## config.mk

```make
export PLATFORM = sky130hd
export DESIGN_NAME = alu_pipe
export DESIGN_NICKNAME = d
export VERILOG_FILES = /design/src/rtl/alu_pipe.sv
export SDC_FILE = /design/constraint.sdc
export NUM_CORES = 1
export LEC_CHECK = 0
export CAP_MARGIN = 25
export CORE_UTILIZATION = 55
export CTS_BUF_LIST = sky130_fd_sc_hd__clkbuf_8 sky130_fd_sc_hd__clkbuf_16
export DETAILED_ROUTE_END_ITERATION = 10
export HOLD_SLACK_MARGIN = 0.03
export PLACE_DENSITY = 0.93
export SLEW_MARGIN = 20
export SYNTH_ARGS = -nofsm -noshare
export SYNTH_HDL_FRONTEND = slang
export SYNTH_SLANG_ARGS = --single-unit
```

## constraint.sdc

```tcl
create_clock -name alu_clk -period 3.9 [get_ports alu_clk]
set_input_delay 0.585 -clock alu_clk [delete_from_list [all_inputs] [get_ports alu_clk]]
set_output_delay 0.585 -clock alu_clk [all_outputs]
set_load 0.02 [all_outputs]
```

## src/rtl/alu_pipe.sv

```systemverilog
// alu_pipe: two-stage valid/ready logic ALU with sticky IRQ and saturating IRQ event counter.
// Define ALU_ARITH_EN to turn mode 11 into an arithmetic bank (otherwise mode 11 is illegal).
module alu_pipe #(
  parameter int WIDTH     = 8,
  parameter int IRQ_CNT_W = 4
) (
  input  logic                 alu_clk,
  input  logic                 alu_rst,
  input  logic                 alu_in_valid,
  output logic                 alu_in_ready,
  input  logic [1:0]           alu_mode,
  input  logic [1:0]           alu_op,
  input  logic [WIDTH-1:0]     alu_in_a,
  input  logic [WIDTH-1:0]     alu_in_b,
  input  logic [WIDTH-1:0]     alu_irq_pattern,
  output logic                 alu_out_valid,
  input  logic                 alu_out_ready,
  output logic [WIDTH-1:0]     alu_out,
  output logic                 alu_err,
  output logic                 alu_irq,
  input  logic                 alu_irq_clr,
  output logic [IRQ_CNT_W-1:0] alu_irq_cnt
);
  typedef struct packed {
    logic [1:0]       mode;
    logic [1:0]       op;
    logic [WIDTH-1:0] a;
    logic [WIDTH-1:0] b;
    logic [WIDTH-1:0] pat;
  } req_t;

  localparam logic [IRQ_CNT_W-1:0] CNT_ONE = IRQ_CNT_W'(1);

  req_t             s1_q;
  logic [2:1]       vld_pipe;
  logic             s2_match;
  logic             s2_free, out_xfer, in_xfer, irq_evt;
  logic [WIDTH-1:0] res;
  logic             err;

  assign out_xfer      = vld_pipe[2] & alu_out_ready;
  assign s2_free       = ~vld_pipe[2] | alu_out_ready;
  assign alu_in_ready  = ~vld_pipe[1] | s2_free;
  assign in_xfer       = alu_in_valid & alu_in_ready;
  assign alu_out_valid = vld_pipe[2];
  // Events are counted when the result leaves S2, not when it enters.
  assign irq_evt       = out_xfer & ~alu_err & s2_match;

  always_comb begin
    res = '0;
    err = 1'b0;
    case (s1_q.mode)
      2'b01:
        case (s1_q.op)
          2'b00:   res = s1_q.a & s1_q.b;
          2'b01:   res = ~(s1_q.a & s1_q.b);
          2'b10:   res = s1_q.a | s1_q.b;
          default: res = s1_q.a ^ s1_q.b;
        endcase
      2'b10:
        case (s1_q.op)
          2'b00:   res = ~(s1_q.a ^ s1_q.b);
          2'b01:   res = s1_q.a & s1_q.b;
          2'b10:   res = ~(s1_q.a | s1_q.b);
          default: res = s1_q.a | s1_q.b;
        endcase
`ifdef ALU_ARITH_EN
      2'b11:
        case (s1_q.op)
          2'b00:   res = s1_q.a + s1_q.b;
          2'b01:   res = s1_q.a - s1_q.b;
          2'b10:   res = s1_q.a + WIDTH'(1);
          default: res = s1_q.a - WIDTH'(1);
        endcase
`endif
      default: err = 1'b1;
    endcase
  end

  always_ff @(posedge alu_clk) begin
    if (alu_rst) begin
      vld_pipe <= '0;
      s1_q     <= '0;
      alu_out  <= '0;
      alu_err  <= 1'b0;
      s2_match <= 1'b0;
    end else begin
      if (in_xfer) begin
        vld_pipe[1] <= 1'b1;
        s1_q.mode   <= alu_mode;
        s1_q.op     <= alu_op;
        s1_q.a      <= alu_in_a;
        s1_q.b      <= alu_in_b;
        s1_q.pat    <= alu_irq_pattern;
      end else if (s2_free) begin
        vld_pipe[1] <= 1'b0;
      end
      // S2 only loads when it is empty or draining; otherwise result and err stay put.
      if (s2_free) begin
        vld_pipe[2] <= vld_pipe[1];
        if (vld_pipe[1]) begin
          alu_out  <= res;
          alu_err  <= err;
          s2_match <= ~err & (res == s1_q.pat);
        end
      end
    end
  end

  always_ff @(posedge alu_clk) begin
    if (alu_rst) begin
      alu_irq     <= 1'b0;
      alu_irq_cnt <= '0;
    end else if (alu_irq_clr) begin
      // A clear coinciding with an event keeps that event.
      alu_irq     <= irq_evt;
      alu_irq_cnt <= irq_evt ? CNT_ONE : '0;
    end else if (irq_evt) begin
      alu_irq <= 1'b1;
      if (alu_irq_cnt != '1) alu_irq_cnt <= alu_irq_cnt + CNT_ONE;
    end
  end
endmodule

```

# After elaboration in Yosys (flattened, before gate mapping)

Cells that the tools add are included.

Flip-flop bits (word level): 45
Latch bits: 0
RAM bits: 0
ROM bits: 0
Input port bits: 33
Output and inout port bits: 16
Logic and storage cells: 54
Memories: 0

$add $sub $neg: 1
$mul: 0
Div/mod/pow operators: 0
$lt $le $gt $ge: 0
Equal/unequal tests: 6
Shift operators: 0
Muxes and demuxes: 12
Bitwise operators: 16
Reductions and logical operators: 7

Operator list:

| cell                  | number |
|---|---|
| $pmux W8 S3           | 2 |
| $not A8 Y8            | 3 |
| $pmux W8 S2           | 1 |
| $mux W4               | 3 |
| $and A8 B8 Y8         | 1 |
| $eq A8 B8 Y1          | 1 |
| $or A8 B8 Y8          | 1 |
| $xor A8 B8 Y8         | 1 |
| $mux W1               | 6 |
| $reduce_bool A2 Y1    | 3 |
| $and A1 B1 Y1         | 5 |
| $add A4 B1 Y4 const B | 1 |
| $eq A2 B1 Y1 const B  | 2 |
| $eq A2 B2 Y1 const B  | 2 |
| $ne A4 B4 Y1 const B  | 1 |
| $reduce_and A2 Y1     | 2 |
| $not A1 Y1            | 3 |
| $logic_not A2 Y1      | 1 |
| $or A1 B1 Y1          | 2 |
| $reduce_or A2 Y1      | 1 |

# Logic depth before layout (Yosys ltp)

Word-level depth: 6
Mapped depth: 9

# Worst setup path after synthesis

No wires, ideal clock.

Path type: register to register
Start: reg s1_q[26] in the netlist's numbering
End: reg s2_match
Library setup time: 0.087 ns
Arrival time: 1.849 ns
Required time: 3.813 ns
Path slack: 1.964 ns
Cell stages (with the launch flop): 10
Buffers on the path: 1
Path through: dfxtp_1 > inv_1 > ha_1 > clkbuf_1 > inv_2 > a2bb2oi_1 > mux4_2 > xor2_1 > nand4b_1 > o31ai_1

Longest elaborated chain between the ends: 4
Elaborated cells on any way between the ends: 6
Those cells by class: eq/ne: 3; mux: 1; bitwise: 1; reduce/logical: 1

Ends and longest elaborated chain:

| element                                      | line | source |
|---|---|---|
| start: declaration                           | 34   | `req_t s1_q;` |
| $eq A2 B2 Y1 or $eq A2 B1 Y1 (tied branches) | 52   | `case (s1_q.mode)` |
| $pmux W8 S2                                  | 52   |  |
| $eq A8 B8 Y1                                 | 104  | `s2_match <= ~err & (res == s1_q.pat);` |
| $and A1 B1 Y1 (*)                            | 104  |  |
| end signal: assignment                       | 104  |  |
| end: declaration                             | 36   | `logic s2_match;` |

Every way passes the cells marked *; elsewhere a longest branch is shown, timed or not.
A chain may end at the register's enable or synchronous reset.

# Worst setup path in the final report

Start: in alu_out_ready
End: out alu_in_ready

Longest elaborated chain between the ends: 2

Ends and longest elaborated chain:

| element            | line | source |
|---|---|---|
| start: declaration | 17   | `input logic alu_out_ready,` |
| $or A1 B1 Y1       | 42   | `assign s2_free = ~vld_pipe[2] \| alu_out_ready;` |
| $or A1 B1 Y1       | 43   | `assign alu_in_ready = ~vld_pipe[1] \| s2_free;` |
| end: declaration   | 10   | `output logic alu_in_ready,` |

Every way passes these cells.

==> run summary <==
CP required: 3310 ps
Routability Congestion: 0.784
Total number of clock tree sinks: 45
Maximum vdd drop: 0.246 mV
Hold-fix buffer count after cts: 0
Number of failing setup endpoints in the final timing report: 0
Final Instance Count excl. Fillers: 406
Leftover overflow at the end of global routing: 0
Syn nets: 368
Number of search-and-repair iterations in the first detailed-routing pass: 4
Proportion of netlist area held by the largest area contributor: 36.8%
Ratio of routed vias to standard cells: 5.36
Half-perimeter wire length after detailed placement: 3710 um
Area of the multi-input gates: 1380 um^2
Pin count of the biggest net entering global routing: 30
Via total after detailed routing: 2,178
Commonest register cell after synthesis: dfxtp_1
Std-Cell Core Area: 4140 um^2
Max stage delay on crit path: 550 ps
Number of nets in the layout: 407
Post-synthesis async set-or-reset flop share: 0%
Initial Util: 59.1%
I/O pins: 49
Die Y-Extent: 68.7 um
Worst R2R Setup Slack: 1560 ps
Post-synthesis instance area: 2450 um^2
All-layer global routing usage: 24.7%
Number of slew-limit violations in the final report: 0
Wire length reported by the detailed router: 5160 um
Period minus WS final: 2540 ps
Critical path class: in2out
Clock buffer depth: 2
Cells after synthesis: 316
Setup crit start kind: primary input
Min-Delay Path Class: reg2reg
TritonCTS buffer count: 5
Highest fanout seen on the critical path: 5
Post-synthesis sequential element count: 45
Root buffer cell: clkbuf_8
Max-cap violations: 0
Number of global-route vias before repair: 1,984
Number of cells traversed by the worst register-to-register path: 6
Cells taking the most area after synthesis: dfxtp_1 37%, nand2_1 11%, ha_1 9.7%
Achievable frequency: 0.394 GHz
Worst reg2reg endpoint: s2_match
Global-route wire length before repair: 8650 um
Crit end category: output pin
Arrival time worst endpoint: 1960 ps
Average cell area after synthesis: 7.75 um^2
Setup clock skew after layout: 5.82 ps
Reg area: 901 um^2
DRT iter0 DRCs: 133
Total setup buffers inserted after CTS: 0
Leak pwr: 1.21 nW
Antenna Violating Nets Remaining: 0
Startpoint of the most critical register-to-register path: s1_q[25]
Number of antenna violations at the first check in global routing: 0
Number of unique standard cell types used by synthesis: 38
Total die area: 4720 um^2
Final hold violation count: 0
Critical Path End: alu_in_ready
Launch point of the worst path: alu_out_ready
Die Wd: 68.7 um
Level count of the clock H-tree: 2
Series of cell instances along the critical path: clkdlybuf4s50_1 -> nor2b_1 -> nand2_1 -> clkdlybuf4s50_1
Power per standard cell area: 340 nW/um^2
Number of remaining DRC errors: 0
Top cells by count, synth: 75 x nand2_1, 45 x dfxtp_1, 42 x a21oi_1, 24 x inv_1, 19 x ha_1
Sequential share of the synthesized area: 36.8%
Worst slew slack as a fraction of its limit: 36.8%
Total placed cells including tap cells: 398
Insertion delay to the later sink of the worst-skew pair: 300 ps
CTS tree: done
Setup TNS: 0 ps
Warnings from Yosys: 0
Crit path max-delay cell type: clkdlybuf4s50_1
Cell type with the highest occurrence count on the critical path: clkdlybuf4s50_1
Worst Max-Slew Pin Slew: 946 ps
Number of rows created at floorplan: 23
Yosys top cell by area: dfxtp_1
Proportion of layout cells with a drive suffix above 1: 3.37%
Reg clk slew, reported paths: 80 ps
Setup repair after global routing missed its margin: no
Wire per inst: 12.7 um
Filler instances: 350
Number of enable-type register cells in the synthesized netlist: 0
# resized after CTS: 0
Number of antenna diodes: 0
Most used standard cell by instance count after synthesis: nand2_1
Share of the cycle needed by the critical path after routing: 65.1%
Run status: finished, final reports clean
Port Buffer Count: 48
Area growth from synthesis to layout: 24.1%
[sequential cells by signal (all words and copies together), names as in the netlist]
name         count
alu_err          1
alu_irq_cnt      4
s2_match         1
alu_out          8
alu_irq          1
s1_q            28
vld_pipe         2
[kinds of logic after synthesis]
logic type               after synthesis  synth area share, %
multiplexers                           8                 4.29
XOR/XNOR                               8                 2.86
AO/OA/AOI/OAI                         73                 17.5
flip-flops                            45                 36.8
adder cells (fa/ha/maj)               19                 9.71
AND/OR/NAND/NOR                      121                 21.8
buffers and inverters                 42                 7.05
[cell type report]
class | instances | share of cell area (%)
Clock buffer | 6 | 2.72
Clock inverter | 2 | 1.11
Inverter | 25 | 3.09
Multi-Input combinational cell | 229 | 45.3
Sequential cell | 45 | 29.7
Tap cell | 50 | 2.06
Timing Repair Buffer | 49 | 16.1
[layer usage]
metal / routed length (um) / track usage [%] / up-vias
li1: - / - / 1134
met1: 2260 / 28.6 / 973
met2: 2540 / 44.4 / 64
met3: 278 / 5.76 / 7
met4: 78 / 8.42 / 0
met5: 0 / 0 / -
[through the flow]
step | worst slack, ps | instance area [um^2] | hold WS [ps] | util (%) | total power, mW
2_1_floorplan | 1960 | 2450 | 445 | - | 0.617
3_3_place_gp | 1410 | 2920 | 454 | 70.5 | 0.675
3_5_place_dp | 1360 | 2920 | 458 | 70.5 | 0.683
4_1_cts | 1350 | 3040 | 477 | 73.3 | 1.04
5_1_grt | 1240 | 3040 | 496 | 73.3 | 1.09
6_report | 1360 | 3040 | 475 | 73.3 | 1.03
[layout by cell type, fill, tap and decap left out, drive strengths merged, types with 3 or more instances in the layout]
master,synthesis,layout
nor2,15,15
clkbuf,10,6
a21oi,42,42
a221oi,5,5
and2,5,5
nor3,7,7
o21ai,10,10
or2,4,4
a211oi,5,5
nand2,75,75
clkdlybuf4s50,0,48
inv,25,26
dfxtp,45,45
mux2i,6,6
xor2,8,8
ha,19,19
nor2b,3,3
[how the worst min path moves through the flow]
| stage | start | end | slack, ps | cells past startpoint |
|---|---|---|---|---|
| final | s1_q[6] | s1_q[6] | 480 | 2 |
| after global routing | s1_q[1] | s1_q[1] | 500 | 2 |
| after CTS | s1_q[13] | s1_q[13] | 480 | 2 |
| after detailed placement | s1_q[0] | s1_q[0] | 460 | 2 |
| after global placement | s1_q[3] | s1_q[3] | 450 | 2 |
| after floorplan | s1_q[6] | s1_q[6] | 440 | 2 |
[critical path: cells and delay by family]
family | cells | cell delay [ps]
buffers and inverters | 2 | 980
and+or+nand+nor | 2 | 400
[where the power goes]
part           total (mW)  internal [mW]  switching [mW]
sequential          0.502          0.482          0.0204
clock               0.358          0.206           0.152
combinational       0.172         0.0850          0.0875
total                1.03          0.773           0.259
Note: power is estimated with default switching activity, not from simulation.
